File: config.mk
export PLATFORM = sky130hd
export DESIGN_NAME = muldiv_ctrl
export DESIGN_NICKNAME = d
export VERILOG_FILES = /design/src/rtl/muldiv_ctrl_pkg.sv /design/src/rtl/muldiv_ctrl_div_step.sv /design/src/rtl/muldiv_ctrl.sv
export SDC_FILE = /design/constraint.sdc
export NUM_CORES = 2
export LEC_CHECK = 0
export CAP_MARGIN = 15
export CELL_PAD_IN_SITES_DETAIL_PLACEMENT = 0
export CELL_PAD_IN_SITES_GLOBAL_PLACEMENT = 1
export CORE_MARGIN = 2
export CORE_UTILIZATION = 50
export DETAILED_ROUTE_END_ITERATION = 10
export PLACE_DENSITY_LB_ADDON = 0.1
export SLEW_MARGIN = 25
export SYNTH_ARGS = -nofsm -noshare
export SYNTH_HDL_FRONTEND = slang
export SYNTH_SLANG_ARGS = --single-unit
File: constraint.sdc
create_clock -name clk -period 18 [get_ports clk]
set_input_delay 4.5 -clock clk [delete_from_list [all_inputs] [get_ports clk]]
set_output_delay 4.5 -clock clk [all_outputs]
set_load 0.01 [all_outputs]
File: src/rtl/muldiv_ctrl_pkg.sv
// Shared definitions for the EX-stage multiply/divide controller:
// operation codes, FSM state encoding and the default operand width.
// Optional feature macro: MULDIV_EARLY_OUT_EN (see muldiv_ctrl.sv).
package muldiv_ctrl_pkg;

  localparam int MULDIV_DATA_SIZE = 32;

  typedef enum logic [1:0] {
    OP_MULT  = 2'b00,
    OP_MULTU = 2'b01,
    OP_DIV   = 2'b10,
    OP_DIVU  = 2'b11
  } muldiv_op_e;

  typedef enum logic [1:0] {
    S_IDLE = 2'b00,
    S_MUL  = 2'b01,
    S_DIV  = 2'b10,
    S_DONE = 2'b11
  } muldiv_state_e;

  // Signed variants need magnitude conversion and a sign fix-up at the end
  function automatic logic op_is_signed(input muldiv_op_e op);
    return (op == OP_MULT) || (op == OP_DIV);
  endfunction

  function automatic logic op_is_div(input muldiv_op_e op);
    return (op == OP_DIV) || (op == OP_DIVU);
  endfunction

endpackage

File: src/rtl/muldiv_ctrl_div_step.sv
// One restoring-division step: shift the next dividend bit into the
// partial remainder, try to subtract the divisor, and keep the result
// only when it does not go negative. The quotient register doubles as
// the dividend shift register, so its LSB receives the new quotient bit.
module muldiv_ctrl_div_step
  import muldiv_ctrl_pkg::*;
#(
  parameter int DATA_W = MULDIV_DATA_SIZE
) (
  input  logic [DATA_W-1:0] rem_i,
  input  logic [DATA_W-1:0] quot_i,
  input  logic [DATA_W-1:0] divisor_i,
  output logic [DATA_W-1:0] rem_o,
  output logic [DATA_W-1:0] quot_o
);

  logic [DATA_W:0] shifted;
  logic [DATA_W:0] diff;

  // Trial subtraction on a DATA_W+1-bit partial remainder; the top bit of the difference is the borrow
  always_comb begin
    shifted = {rem_i, quot_i[DATA_W-1]};
    diff    = shifted - {1'b0, divisor_i};
    if (diff[DATA_W]) begin
      rem_o  = shifted[DATA_W-1:0];
      quot_o = {quot_i[DATA_W-2:0], 1'b0};
    end else begin
      rem_o  = diff[DATA_W-1:0];
      quot_o = {quot_i[DATA_W-2:0], 1'b1};
    end
  end

endmodule

File: src/rtl/muldiv_ctrl.sv
// EX-stage MULT/MULTU/DIV/DIVU sequencer. Holds the pipeline while an
// operation runs, then pulses hilo_we_o for one cycle with HI/LO.
// Signed operations work on magnitudes and fix up signs at the end.
// Optional: define MULDIV_EARLY_OUT_EN to finish divides with |b| > |a|
// straight away (LO=0, HI=a) instead of running all DATA_W iterations.
module muldiv_ctrl
  import muldiv_ctrl_pkg::*;
#(
  parameter int DATA_W  = MULDIV_DATA_SIZE,
  parameter int MUL_LAT = 2
) (
  input  logic              clk,
  input  logic              rst,
  input  logic              start_i,
  input  logic [1:0]        op_i,
  input  logic [DATA_W-1:0] src_a_i,
  input  logic [DATA_W-1:0] src_b_i,
  input  logic              flush_i,
  output logic              stall_req_o,
  output logic              hilo_we_o,
  output logic [DATA_W-1:0] hi_o,
  output logic [DATA_W-1:0] lo_o,
  output logic              busy_o,
  output logic              div_zero_o
);

  // Counter must hold both DATA_W-1 and MUL_LAT-1 (at most 7)
  localparam int CNT_W = ($clog2(DATA_W) > 3) ? $clog2(DATA_W) : 3;

  muldiv_state_e       state_q, state_d;
  logic [CNT_W-1:0]    cnt_q, cnt_d;
  logic [2*DATA_W-1:0] prod_q, prod_d;
  logic [DATA_W-1:0]   rem_q, rem_d;
  logic [DATA_W-1:0]   quot_q, quot_d;
  logic [DATA_W-1:0]   dvsr_q, dvsr_d;
  logic [DATA_W-1:0]   hi_q, hi_d;
  logic [DATA_W-1:0]   lo_q, lo_d;
  logic                neg_quot_q, neg_quot_d;
  logic                neg_rem_q, neg_rem_d;
  logic                dz_q, dz_d;

  muldiv_op_e          op_sel;
  logic                sign_a, sign_b;
  logic [DATA_W-1:0]   abs_a, abs_b;
  logic [2*DATA_W-1:0] full_prod;
  logic [DATA_W-1:0]   step_rem, step_quot;
  logic                early_out;

  assign op_sel    = muldiv_op_e'(op_i);
  assign sign_a    = op_is_signed(op_sel) & src_a_i[DATA_W-1];
  assign sign_b    = op_is_signed(op_sel) & src_b_i[DATA_W-1];
  assign abs_a     = sign_a ? (-src_a_i) : src_a_i;
  assign abs_b     = sign_b ? (-src_b_i) : src_b_i;
  assign full_prod = {{DATA_W{1'b0}}, abs_a} * {{DATA_W{1'b0}}, abs_b};

`ifdef MULDIV_EARLY_OUT_EN
  assign early_out = (abs_b > abs_a);
`else
  assign early_out = 1'b0;
`endif

  muldiv_ctrl_div_step #(
    .DATA_W(DATA_W)
  ) u_div_step (
    .rem_i    (rem_q),
    .quot_i   (quot_q),
    .divisor_i(dvsr_q),
    .rem_o    (step_rem),
    .quot_o   (step_quot)
  );

  // Register every piece of state; reset returns to IDLE with all results cleared
  always_ff @(posedge clk) begin
    if (rst) begin
      state_q    <= S_IDLE;
      cnt_q      <= '0;
      prod_q     <= '0;
      rem_q      <= '0;
      quot_q     <= '0;
      dvsr_q     <= '0;
      hi_q       <= '0;
      lo_q       <= '0;
      neg_quot_q <= 1'b0;
      neg_rem_q  <= 1'b0;
      dz_q       <= 1'b0;
    end else begin
      state_q    <= state_d;
      cnt_q      <= cnt_d;
      prod_q     <= prod_d;
      rem_q      <= rem_d;
      quot_q     <= quot_d;
      dvsr_q     <= dvsr_d;
      hi_q       <= hi_d;
      lo_q       <= lo_d;
      neg_quot_q <= neg_quot_d;
      neg_rem_q  <= neg_rem_d;
      dz_q       <= dz_d;
    end
  end

  // Next-state, datapath updates and pipeline handshake; results land in HI/LO on entry to DONE
  always_comb begin
    state_d     = state_q;
    cnt_d       = cnt_q;
    prod_d      = prod_q;
    rem_d       = rem_q;
    quot_d      = quot_q;
    dvsr_d      = dvsr_q;
    hi_d        = hi_q;
    lo_d        = lo_q;
    neg_quot_d  = neg_quot_q;
    neg_rem_d   = neg_rem_q;
    dz_d        = dz_q;
    stall_req_o = 1'b0;
    hilo_we_o   = 1'b0;

    unique case (state_q)
      S_IDLE: begin
        if (start_i && !flush_i) begin
          stall_req_o = 1'b1;
          dz_d        = 1'b0;
          neg_quot_d  = sign_a ^ sign_b;
          neg_rem_d   = sign_a;
          if (!op_is_div(op_sel)) begin
            prod_d  = full_prod;
            cnt_d   = CNT_W'(MUL_LAT - 1);
            state_d = S_MUL;
          end else if (src_b_i == '0) begin
            lo_d    = '1;
            hi_d    = src_a_i;
            dz_d    = 1'b1;
            state_d = S_DONE;
          end else if (early_out) begin
            lo_d    = '0;
            hi_d    = src_a_i;
            state_d = S_DONE;
          end else begin
            rem_d   = '0;
            quot_d  = abs_a;
            dvsr_d  = abs_b;
            cnt_d   = CNT_W'(DATA_W - 1);
            state_d = S_DIV;
          end
        end
      end

      S_MUL: begin
        stall_req_o = 1'b1;
        if (flush_i) begin
          state_d = S_IDLE;
        end else if (cnt_q == '0) begin
          {hi_d, lo_d} = neg_quot_q ? (-prod_q) : prod_q;
          state_d      = S_DONE;
        end else begin
          cnt_d = cnt_q - CNT_W'(1);
        end
      end

      S_DIV: begin
        stall_req_o = 1'b1;
        if (flush_i) begin
          state_d = S_IDLE;
        end else begin
          rem_d  = step_rem;
          quot_d = step_quot;
          if (cnt_q == '0) begin
            lo_d    = neg_quot_q ? (-step_quot) : step_quot;
            hi_d    = neg_rem_q ? (-step_rem) : step_rem;
            state_d = S_DONE;
          end else begin
            cnt_d = cnt_q - CNT_W'(1);
          end
        end
      end

      S_DONE: begin
        hilo_we_o = !flush_i;
        if (flush_i) begin
          dz_d = 1'b0;
        end
        state_d = S_IDLE;
      end

      default: begin
        state_d = S_IDLE;
      end
    endcase
  end

  assign hi_o       = hi_q;
  assign lo_o       = lo_q;
  assign busy_o     = (state_q != S_IDLE);
  assign div_zero_o = dz_q;

endmodule

==> metrics.md <==
| Metric | Value |
|---|---|
| Post-CTS Setup Bufs | `0` |
| WL/cell | `26.31 um` |
| TritonCTS Buffers | `29` |
| Area of the multi-input gates | `39700 um^2` |
| Worst-Skew Late Latency | `0.59 ns` |
| Routed WL | `189000 um` |
| Reg area | `4686 um^2` |
| Via density | `5.933` |
| Commonest cells after routing, fill and taps aside | `inv_1 (961), fa_1 (897), nand2_1 (865)` |
| Clk root buf | `clkbuf_16` |
| Worst Path Required | `18.47 ns` |
| Most used cell, CP | `fa_1` |
| Largest stage delay on the critical path | `0.75 ns` |
| Crit end category | `flip-flop` |
| Port bufs | `137` |
| # nets final | `7160` |
| Final Cycle Share | `0.8536` |
| Hold path startpoint | `hi_o[10]` |
| Worst EP arrival | `15.84 ns` |
| Synth cell types | `92` |
| Cell row count | `113` |
| Min-Delay Path Class | `flip-flop to flip-flop` |
| Clock-pin slew on the worst setup and hold paths | `0.06 ns` |
| Starting density of the core | `0.5058` |
| CTS tree | `yes` |
| Placer Congestion | `1.008` |
| Worst path slowest cell | `o41ai_1` |
| Seq cells post-synth | `234` |
| Commonest non-fill, non-tap cell in the layout | `inv_1` |
| Clock Tree Buf Depth | `3` |
| Startpoint Class | `input pin` |
| Rel. slew slack | `0.2228` |
| Worst Tran Pin Value | `1.163 ns` |
| Syn Area/Cell | `8.145 um^2` |
| Vias in the first global route | `42580` |
| Share of post-route cells with drive strength above 1 | `0.05890` |
| Hold path cells | `2` |
| Initial antenna violation count | `13` |
| Hold buffers post-CTS | `0` |
| Yosys synthesis warning count | `0` |
| Status | `completed` |
| Path depth of the worst reg2reg path | `21` |
| Pin count of the biggest net entering global routing | `87` |
| Post-route cell area | `52990 um^2` |
| FMAX | `65.08 MHz` |
| GRT overflow | `0` |
| Max-cap violations | `0` |
| Die Wd | `314.5 um` |
| Total Routing Usage GR | `0.3842` |
| Adder-Cell Fraction of Synth Area | `0.4520` |
| DRT Pass-1 Iters | `6` |
| Global-route wire length before repair | `278300 um` |
| Compound-gate portion of the synthesized area | `0.1174` |
| R2R Setup Slk | `10.91 ns` |
| Die Area | `98890 um^2` |
| Hold path endpoint | `hi_o[10]` |
| Worst flop-to-flop path startpoint | `dvsr_q[0]` |
| Crit Path Max Fanout | `14` |
| Primary FF master, synth | `dfxtp_1` |
| Setup TNS | `0 ns` |
| Simple-gate share of the synthesized area | `0.1711` |
| H-tree depth | `1` |
| Setup Skew | `0.01572 ns` |
| Min Tclk post-route | `15.37 ns` |
| Post-synth ARST share | `0` |
| Setup Viol. Count Final | `0` |
| Post-synthesis mux area share | `0.004517` |
| Fillers | `9041` |
| Largest family of logic cells by synthesized area | `adder cells` |
| Critical path class | `input pin to flip-flop` |
| Post-Synthesis Cells | `5917` |
| Core Box Area | `95290 um^2` |
| Sequential share of the synthesized area | `0.09720` |
| DR vias | `42600` |
| Initial DRC count | `4258` |
| Detailed placer's ending HPWL | `151600 um` |
| P&R area growth vs syn | `9.951%` |
| Final hold violations | `0` |
| Dpl cell area | `51980 um^2` |
| # IOs | `138` |
| Clock sink total | `234` |
| R2R Path End | `lo_o[28]` |
| XOR/XNOR Fraction of Synth Area | `0.05579` |
| Setup repair after global routing missed its margin | `false` |
| Max-slew violations | `0` |
| Drt drc | `0` |
| CTS resizes | `0` |
| Syn nets | `7190` |
| Antenna Nets Post-Route | `0` |
| Post-Syn Area | `48200 um^2` |
| Chip height | `314.5 um` |
| Post-synth EDFFs | `0` |
-- registers in the layout (all words and copies together) (netlist names) --
signal	cells
cnt_q	5
div_zero_o	1
dvsr_q	32
hi_o	32
lo_o	32
neg_quot_q	1
neg_rem_q	1
prod_q	64
quot_q	32
rem_q	32
state_q	2
-- synth_stat cells, types with 12 or more instances --
cell type    n  area, um^2
dfxtp_1    234        4684
ha_1       306        3829
or2_2       14       87.58
o211ai_1    30       225.2
a211oi_1    58       435.4
nand2b_1    30       187.7
o21a_1      27       202.7
nor4_1      25       156.4
xor2_1      97       849.6
nand3_1     64       320.3
o21bai_1    12       90.09
o31ai_1     42       315.3
a31oi_1     27       168.9
and2_1      19       118.9
nor2b_1     13       81.33
fa_1       897       17960
nor2_1     773        2902
xnor2_1    210        1839
mux2i_1     15       150.1
nor3_1      55       275.3
buf_1       12       45.04
nand4_1     27       168.9
a22oi_1     20       150.1
or3_1       30       187.7
nand2_1    865        3247
a21o_1      66       495.5
inv_1      961        3607
o21ai_0    157       785.8
o41ai_1     24       210.2
and3_1      13       81.33
clkbuf_1   318        1194
a21oi_1    276        1381
or4_1       25       187.7
a221oi_1    35       306.5
-- area by class of cell --
type,instances,share of cell area
Antenna cell,8,0.0003778
Clock buffer,42,0.01575
Clock inverter,10,0.002101
Inverter,964,0.06828
Multi-Input combinational cell,4381,0.7491
Sequential cell,234,0.08842
Tap cell,1265,0.02987
Timing Repair Buffer,277,0.04607
-- kinds of logic (layout without fill, tap and decap cells) --
| kind of cell | Yosys count | in the layout |
|---|---|---|
| other | 0 | 8 |
| XOR/XNOR | 307 | 307 |
| buffers and inverters | 1302 | 1293 |
| AO/OA/AOI/OAI | 869 | 869 |
| multiplexers | 21 | 21 |
| adder cells (fa/ha/maj) | 1203 | 1203 |
| AND/OR/NAND/NOR | 1981 | 1981 |
| flip-flops | 234 | 234 |
-- critical path: cells and delay by family --
family	cells	cell delay, ns
fa+ha+maj	10	4.57
compound gates	11	3.81
buf+inv	7	1.45
simple gates	6	1.25
xor+xnor	1	0.22
-- metal layers --
layer / part of all wire / vias to the layer above / track usage / wire [um]
met5: 0.00037 / - / 0 / 69
met4: 0.061 / 8 / 0.1881 / 11530
met3: 0.098 / 480 / 0.08076 / 18510
met2: 0.45 / 2139 / 0.6109 / 85710
met1: 0.39 / 21510 / 0.5000 / 73150
li1: - / 18460 / - / -
-- how the worst max path moves through the flow --
stage	from	endpoint	depth (start not counted)
after floorplan	src_a_i[0]	prod_q[57]	39
after global placement	src_b_i[13]	prod_q[55]	33
after detailed placement	src_a_i[15]	prod_q[57]	34
after CTS	src_a_i[15]	prod_q[57]	34
after global routing	src_a_i[1]	prod_q[60]	35
final	src_a_i[1]	prod_q[60]	35
-- stage by stage --
step | instances | hold WS (ns) | utilization | setup WS, ns
after floorplan | 5917 | 0.4486 | - | 3.825
after global placement | 7119 | 0.4424 | 0.5442 | 1.422
after detailed placement | 7120 | 0.4440 | 0.5455 | 2.002
after CTS | 7172 | 0.4517 | 0.5554 | 2.593
after global routing | 7173 | 0.4719 | 0.5559 | 2.206
final | 7181 | 0.4499 | 0.5561 | 2.635
Power is left out: the tool's default activity adds up to more than one toggle a clock period on the data nets, which glitch-free logic cannot reach.
